**src/rtl/button_event_decoder.sv**
```systemverilog
// Turns a debounced button level into press/release/short/long/repeat pulses; all outputs registered, 1 clock after the deciding edge.
// Optional auto-repeat while held is built only when BUTTON_EVENT_DECODER_REPEAT_EN is defined; no backpressure, pulses are fire-and-forget.
module button_event_decoder #(
    parameter int c_LONG_PRESS_CYCLES = 12500000,
    parameter int c_REPEAT_CYCLES     = 2500000
) (
    input  logic i_Clk,
    input  logic i_Reset,
    input  logic i_Switch,
    output logic o_Press,
    output logic o_Release,
    output logic o_Short,
    output logic o_Long,
    output logic o_Repeat,
    output logic o_Held
);

    localparam int c_MAX_CYCLES = (c_LONG_PRESS_CYCLES > c_REPEAT_CYCLES) ?
                                  c_LONG_PRESS_CYCLES : c_REPEAT_CYCLES;
    localparam int CW = $clog2(c_MAX_CYCLES + 1);

    localparam logic [CW-1:0] c_LONG_CNT = CW'(c_LONG_PRESS_CYCLES);
`ifdef BUTTON_EVENT_DECODER_REPEAT_EN
    localparam logic [CW-1:0] c_REP_CNT  = CW'(c_REPEAT_CYCLES);
`endif

    typedef enum logic [1:0] {
        IDLE,
        PRESSED,
        HELD
    } state_t;

    state_t          r_State;
    logic            r_Prev;
    logic [CW-1:0]   r_Count;

`ifndef BUTTON_EVENT_DECODER_REPEAT_EN
    assign o_Repeat = 1'b0;
`endif

    always_ff @(posedge i_Clk or posedge i_Reset) begin
        if (i_Reset) begin
            r_State   <= IDLE;
            r_Prev    <= 1'b0;
            r_Count   <= '0;
            o_Press   <= 1'b0;
            o_Release <= 1'b0;
            o_Short   <= 1'b0;
            o_Long    <= 1'b0;
            o_Held    <= 1'b0;
`ifdef BUTTON_EVENT_DECODER_REPEAT_EN
            o_Repeat  <= 1'b0;
`endif
        end else begin
            r_Prev    <= i_Switch;
            o_Press   <= 1'b0;
            o_Release <= 1'b0;
            o_Short   <= 1'b0;
            o_Long    <= 1'b0;
`ifdef BUTTON_EVENT_DECODER_REPEAT_EN
            o_Repeat  <= 1'b0;
`endif
            case (r_State)
                IDLE: begin
                    if (i_Switch && !r_Prev) begin
                        o_Press <= 1'b1;
                        o_Held  <= 1'b1;
                        r_Count <= CW'(1);
                        r_State <= PRESSED;
                    end
                end
                PRESSED: begin
                    // Release is checked first so it wins over a coinciding long-press edge.
                    if (!i_Switch) begin
                        o_Release <= 1'b1;
                        o_Short   <= 1'b1;
                        o_Held    <= 1'b0;
                        r_Count   <= '0;
                        r_State   <= IDLE;
                    end else if (r_Count == c_LONG_CNT) begin
                        o_Long  <= 1'b1;
                        r_Count <= CW'(1);
                        r_State <= HELD;
                    end else begin
                        r_Count <= r_Count + 1'b1;
                    end
                end
                HELD: begin
                    if (!i_Switch) begin
                        o_Release <= 1'b1;
                        o_Held    <= 1'b0;
                        r_Count   <= '0;
                        r_State   <= IDLE;
                    end
`ifdef BUTTON_EVENT_DECODER_REPEAT_EN
                    else if (r_Count == c_REP_CNT) begin
                        o_Repeat <= 1'b1;
                        r_Count  <= CW'(1);
                    end else begin
                        r_Count <= r_Count + 1'b1;
                    end
`endif
                end
                default: begin
                    o_Held  <= 1'b0;
                    r_Count <= '0;
                    r_State <= IDLE;
                end
            endcase
        end
    end

endmodule

```
**config.mk**
```make
export PLATFORM = sky130hd
export DESIGN_NAME = button_event_decoder
export DESIGN_NICKNAME = d
export VERILOG_FILES = /design/src/rtl/button_event_decoder.sv
export SDC_FILE = /design/constraint.sdc
export NUM_CORES = 1
export LEC_CHECK = 0
export CORE_MARGIN = 2
export CORE_UTILIZATION = 29
export DETAILED_ROUTE_END_ITERATION = 6
export SETUP_SLACK_MARGIN = 0.3
export SYNTH_ARGS = -nofsm -noshare
export SYNTH_HDL_FRONTEND = slang
export SYNTH_SLANG_ARGS = --single-unit
```
**constraint.sdc**
```tcl
create_clock -name i_Clk -period 4 [get_ports i_Clk]
set_input_delay 1 -clock i_Clk [delete_from_list [all_inputs] [get_ports i_Clk]]
set_output_delay 1 -clock i_Clk [all_outputs]
set_load 0.02 [all_outputs]
```
Word-level counts from Yosys, hierarchy flattened
Cells that the tools add are included.

Memory bits (read-only): 0. Memories kept: 0. Register bits after elaboration: 32. Bits in writable memories: 0. Bits in latches: 0. Output and inout port bits: 6. Bits of input ports: 3. Word-level logic and storage cells: 44.

Multiply operators: 0. Add/subtract/negate cells: 1. Mux-type cells: 21. Equal/unequal tests: 7. Divide/modulo/power cells: 0. Magnitude comparators: 0. Bitwise gates (word level): 0. Shift-type cells: 0. Reduce and logical (&&, ||, !) cells: 7.

Operators by type and width (number): $mux 24 (4); $pmux 24 s3 (1); $add 24x1->24 const B (1); $eq 24x24->1 const B (1); $mux 1 (10); $mux 2 (4); $ne 2x2->1 const B (3); $pmux 2 s3 (1); $reduce_and 2->1 (2); $ne 3x3->1 const B (1); $reduce_and 3->1 (1); $eq 2x1->1 const B (1); $eq 2x2->1 const B (1); $logic_not 2->1 (1); $pmux 1 s2 (1); $reduce_or 2->1 (1); $logic_and 1x1->1 (1); $logic_not 1->1 (1).

Logic depth before layout (Yosys ltp)
Gate-level depths: netlist of run 1.

Depth in word-level cells: 4. Gate-level depth with buffers: 8.

Least setup slack after synthesis of run 1
OpenSTA, ideal clock, no wires.

Path kind: input-to-reg. From: input i_Switch. To: register r_Count[21]. Library setup time: 126 ps. Buffers on the path: 2. Stages: 6. Arrival: 2013 ps. Slack: 1861 ps. Path through: nand2b_1 -> a22o_1 -> clkbuf_1 -> nor2_1 -> clkbuf_1 -> a221o_1.

Word-level cells in the longest chain between the ends: 3. Elaborated cells between the ends (all ways): 6.

Ends and longest elaborated chain: start, declared (line 9) `input logic i_Switch,`; $logic_and 1x1->1 (line 65) `if (i_Switch && !r_Prev) begin`; $ne 2x2->1 (no line); $reduce_and 2->1 (no line); end signal, assigned (line 85) `r_Count <= r_Count + 1'b1;`; end, declared (line 35) `logic [CW-1:0] r_Count;`.

Several ways; a longest one is shown, not always the timed one. A chain may end at the register's enable or synchronous reset.

Worst setup path after layout of run 1
From: input i_Switch. To: register r_Count[13].

The elaborated chain is that of the path after synthesis.

==> qor.yml, run 1 <==
die:
  dieArea_um2: 6810
  fp.dieW_um: 82.5
  dieHeight_um: 82.5
  start_util: 0.300
  core-area_um2: 5960
  num_rows: 28
  ios: 9
worst_hold_path:
  whs_path_depth: 1
  hold_class: "reg2reg"
  hold_start: "o_Held"
  whs_endpoint: "o_Held"
logic_synthesis:
  netlist_top_cells_area: "dfrtp_1, a22o_1, nand2_1, nand3_1, nor2_1"
  synth-xor-area-share: 0
  yosysTopAreaCell: "dfrtp_1"
  synth_top_family_by_area: "simple AND/OR/NAND/NOR gates"
  synthAdderAreaFrac: 0.0350
  synth_compound_area_frac: 0.197
  netlist_area_um2: 1790
  synth_mux_area_frac: 0.0168
  ys_warn_count: 0
  yosys.area_share.simple: 0.259
  synthesis.nets: 210
  synthCells: 202
  synth.top_cell.area_share: 0.448
  synth_seq_cells: 32
  ys_seq_area_frac: 0.448
  synth.avg_cell_area_um2: 8.86
  ys_types: 38
detailed_routing:
  vias_per_cell: 5.22
  firstDrtPassIters: 4
  num_vias: 1492
  top_layer: "met4"
  ant_nets: 0
  wl_met1_um: 1990
  drc: 0
  route.met3.wl_um: 115
  drt-initial-drc-count: 64
  wirelength_um: 4010
  wl_per_cell_um: 14.0
  wl_met2_um: 1840
cts:
  numCtsBuffers: 5
  cts_setup_buffers: 0
  clock-sinks: 32
  cts_max_level: 2
  clock_latency_ns: 0.29
  cts_tree: "done"
  path_clk_slew_ns: 0.07
  hold_buffers: 0
  cts_resized: 0
  root_buffer: "clkbuf_8"
  clk_path_buf_depth: 2
worst_setup_path:
  path_buf_inv: 1
  worstSetupStartpoint: "i_Switch"
  cpLargestDelayFamily: "simple AND/OR/NAND/NOR gates"
  cp_max_fo: 16
  max_stage_delay_ns: 0.64
  worstSetupPathType: "in2reg"
  r2r-end: "r_Count[21]"
  r2r_cells: 7
  cp.arrival_ns: 3.03
  reg2reg_slack_ns: 1.46
  cpMaxStageDelayCell: "nor2_1"
  end_kind: "flop"
  reg2reg_from: "r_Count[0]"
  required_ns: 4.23
  path_cells: "clkdlybuf4s50_1 > nand2_1 > a21o_1 > nor2_1 > a22o_1"
  cp-start-kind: "input pin"
timing:
  setup_tns_ns: 0
  maxSlewViolCount: 0
  max_slew.worst_pin.slew_ns: 1.02
  skew_ns: 0.00718
  setup_viol: 0
  max_freq_ghz: 0.357
  max_slew_margin: 0.316
  rsz0062_at_grt: "false"
  worst_slack_ns: 1.20
  fin_crit_sh: 0.700
  min_period_ns: 2.80
  hold_violations: 0
final_layout:
  syn_to_final_growth_pct: 14.0
  nNetsFinal: 219
  stdcell_count: 286
  final_common_cell: "dfrtp_1"
  fin_util: 0.342
  n_antenna_cell: 0
  drive_gt1_frac: 0.0616
  layout_common_cells: "dfrtp_1, nand2_1, nor2_1"
outcome:
  status: "finished clean"
global_route:
  first_global_vias: 1419
  grt.total_usage: 0.134
  antenna_found_initial: 0
  grt-ovfl-total: 0
  grt_pass1_wl_um: 6970
  grt_max_degree: 33
placement:
  dp.cells: 279
  pre_cts_ws_ns: 0.895
  portBuffers: 7
  routabilityCongestion: 0.820
  hpwl_um: 2770
power:
  power_density_nw_per_um2: 466
  power_w: 0.000950
  ir_worst_vdd_uv: 361
  leakage_nw: 0.878
job:
  drv_cap: 0
==> power breakdown <==
| part | leakage [nW] | total, W | internal, W | switching (W) |
|---|---|---|---|---|
| sequential | 0.436 | 0.000377 | 0.000352 | 0.0000249 |
| combinational | 0.392 | 0.000300 | 0.000113 | 0.000186 |
| clock | 0.0503 | 0.000273 | 0.000153 | 0.000120 |
==> metrics by stage <==
step                cell area [µm²]  hold WS, ns
detailed placement             1940        0.490
finish                         2040        0.520
global placement               1940        0.502
floorplan                      1790        0.486
global route                   2040        0.553
CTS                            2040        0.518
==> layout make-up <==
class                      count  area (µm²)
inverter                      10        37.5
multi-input combinational    151         911
tap                           75        93.8
timing repair buffer          11         100
fill                         627        3920
clock buffer                   7        96.3
sequential                    32         801
==> sequential cells by signal (all words and copies together), names as in the netlist <==
name / count
r_Prev: 1
r_State: 2
r_Count: 24
o_Release: 1
o_Press: 1
o_Short: 1
o_Held: 1
o_Long: 1
==> worst max-delay path by stage <==
| stage | slack (ns) | endpoint | cells after the start |
|---|---|---|---|
| detailed placement | 0.90 | r_Count[22] | 5 |
| global route | 1.06 | r_Count[13] | 5 |
| floorplan | 1.86 | r_Count[21] | 6 |
| finish | 1.20 | r_Count[13] | 5 |
| CTS | 1.20 | r_Count[13] | 5 |
| global placement | 0.98 | r_Count[21] | 5 |
==> metal layers <==
| layer | vias up | track usage |
|---|---|---|
| met3 | 6 | 0.0293 |
| met4 | 0 | 0.0443 |
| li1 | 752 | - |
| met5 | - | 0 |
| met2 | 22 | 0.213 |
| met1 | 712 | 0.181 |
==> Yosys cell counts, drive strengths merged <==
master,n
o2bb2ai,2
nand3,15
ha,5
a22oi,1
a22o,12
nor4,4
inv,10
o31ai,1
o22ai,1
nand4,5
nor2b,2
conb,1
and3,7
or4b,1
clkbuf,5
and4,1
mux2i,3
dfrtp,32
nand2b,2
nor4bb,1
nor2,20
or3,1
nor3,8
a31oi,1
a221o,2
o21ai,15
nand2,22
buf,4
o311ai,2
o31a,1
or4,2
a21oi,7
a21o,5
nand4bb,1
==> cells by family (layout without fill, tap and decap cells) <==
group                    after synthesis  count (layout)
buffers and inverters                 19              28
flip-flops                            32              32
multiplexers                           3               3
adder cells (fa/ha/maj)                5               5
AND/OR/NAND/NOR                       92              92
AO/OA/AOI/OAI                         50              50
other                                  1               1
Note: power is estimated with default switching activity, not from simulation.
==> inputs of run 2 (changes only) <==
clock period = 2.6 ns   (was 4 ns; I/O delays follow)
==> run 2 against run 1 <==
Compared with the run above: setup slack got worse by 0.78 ns; wire length increased by 4.6%; clock power up 95%; register-to-register slack got worse by 1.0 ns; global-route usage increased by 0.38 points; sequential power is 53% higher; total power is 69% higher; cell area is 5.0% higher; via count rose by 3.2%; critical endpoint is now r_Count[20].
==> qor.yml, run 2 (synthesis results as in run 1) <==
detailed_routing:
  wirelength_um: 4190
  wl_per_cell_um: 14.2
  route.met3.wl_um: 189
  wl_met2_um: 1790
  top_layer: "met4"
  drc: 0
  vias_per_cell: 5.22
  ant_nets: 0
  wl_met1_um: 2130
  firstDrtPassIters: 6
  drt-initial-drc-count: 110
  num_vias: 1539
worst_setup_path:
  cp.arrival_ns: 2.34
  required_ns: 2.77
  cp-start-kind: "flop"
  worstSetupPathType: "reg2reg"
  cp_max_fo: 5
  r2r_cells: 6
  end_kind: "flop"
timing:
  min_period_ns: 2.18
  rsz0062_at_grt: "false"
  maxSlewViolCount: 0
  worst_slack_ns: 0.422
  max_freq_ghz: 0.459
  skew_ns: 0.00594
  hold_violations: 0
  setup_viol: 0
  fin_crit_sh: 0.838
  setup_tns_ns: 0
placement:
  routabilityCongestion: 0.840
  portBuffers: 7
  pre_cts_ws_ns: 0.272
  dp.cells: 287
  hpwl_um: 2920
cts:
  numCtsBuffers: 5
  clock_latency_ns: 0.29
  clk_path_buf_depth: 2
  hold_buffers: 0
  clock-sinks: 32
  root_buffer: "clkbuf_8"
  cts_tree: "done"
  cts_max_level: 2
  path_clk_slew_ns: 0.07
final_layout:
  fin_util: 0.360
  syn_to_final_growth_pct: 19.7
  max_flop_register: "r_Count"
  stdcell_count: 295
  layout_common_cells: "dfrtp_1, nand2_1, nor2_1"
  drive_gt1_frac: 0.114
  final_common_cell: "dfrtp_1"
  largest_reg_flops: 24
  top_regs: "r_Count (24), r_State (2)"
  nNetsFinal: 227
  n_antenna_cell: 0
job:
  drv_cap: 0
outcome:
  status: "finished clean"
die:
  fp.dieW_um: 82.5
  start_util: 0.300
  ios: 9
  dieArea_um2: 6810
  num_rows: 28
  dieHeight_um: 82.5
  core-area_um2: 5960
power:
  leakage_nw: 0.931
  power_w: 0.00161
  ir_worst_vdd_uv: 571
  power_density_nw_per_um2: 751
global_route:
  antenna_found_initial: 0
  first_global_vias: 1415
  grt_pass1_wl_um: 6980
  grt_max_degree: 33
  grt.total_usage: 0.138
  grt-ovfl-total: 0
worst_hold_path:
  whs_path_depth: 1
  hold_class: "reg2reg"
run 2: cell count changes in the layout (fill, tap and decap cells not counted):
cell	delta
nor4_1	-1
or4b_1	-1
nor4_2	+1
ha_2	+1
ha_1	-1
or4b_4	+1
buf_4	+8
bufinv_16	+1
run 2: routing by layer:
layer	global-route usage	vias up
li1	-	771
met1	0.196	723
met2	0.195	36
met3	0.0359	9
met4	0.0607	0
met5	0	-
run 2: layout make-up:
type                    count  area [µm²]
repair buffers             19         160
inverters                  10        37.5
fillers                   614        3810
well taps                  75        93.8
flip-flops and latches     32         801
clock buffers               7        96.3
clock inverters             1        30.0
multi-input cells         151         923
run 2: where the power goes:
| group | total (W) | internal, W | leakage, nW | switching, W |
|---|---|---|---|---|
| clock | 0.000533 | 0.000338 | 0.0645 | 0.000195 |
| combinational | 0.000498 | 0.000205 | 0.431 | 0.000293 |
| sequential | 0.000578 | 0.000542 | 0.436 | 0.0000359 |
| total | 0.00161 | 0.00109 | 0.931 | 0.000524 |
run 2: repair_timing:
action / in CTS / in global routing
setup buffers: 0 / 0
resized for setup: 0 / 3
endpoints found under the setup margin: 0 / 9
run 2: critical path, stage by stage, from the launching register on:
cell and delay [ns]:
dfrtp_1 0.42, ha_2 0.25, nand3_1 0.12, or4b_4 0.55, or4_4 0.51, nand3_1 0.11, o311ai_2 0.10
run 2: path summary, 6_finish.rpt:
| check | start | to | slack [ns] |
|---|---|---|---|
| max reg2reg | r_Count[0] | r_Count[20] | 0.42 |
| max | r_Count[0] | r_Count[20] | 0.42 |
| max in group asynchronous | i_Reset | r_Count[18] | 1.53 |
| min reg2reg | o_Held | o_Held | 0.52 |
| min | o_Held | o_Held | 0.52 |
| min in group asynchronous | i_Reset | r_Count[2] | 0.76 |
run 2: through the flow:
step	instance area [µm²]	hold slack (ns)
6_report	2140	0.520
3_5_place_dp	2000	0.500
2_1_floorplan	1790	0.486
3_3_place_gp	2000	0.501
5_1_grt	2140	0.543
4_1_cts	2130	0.526
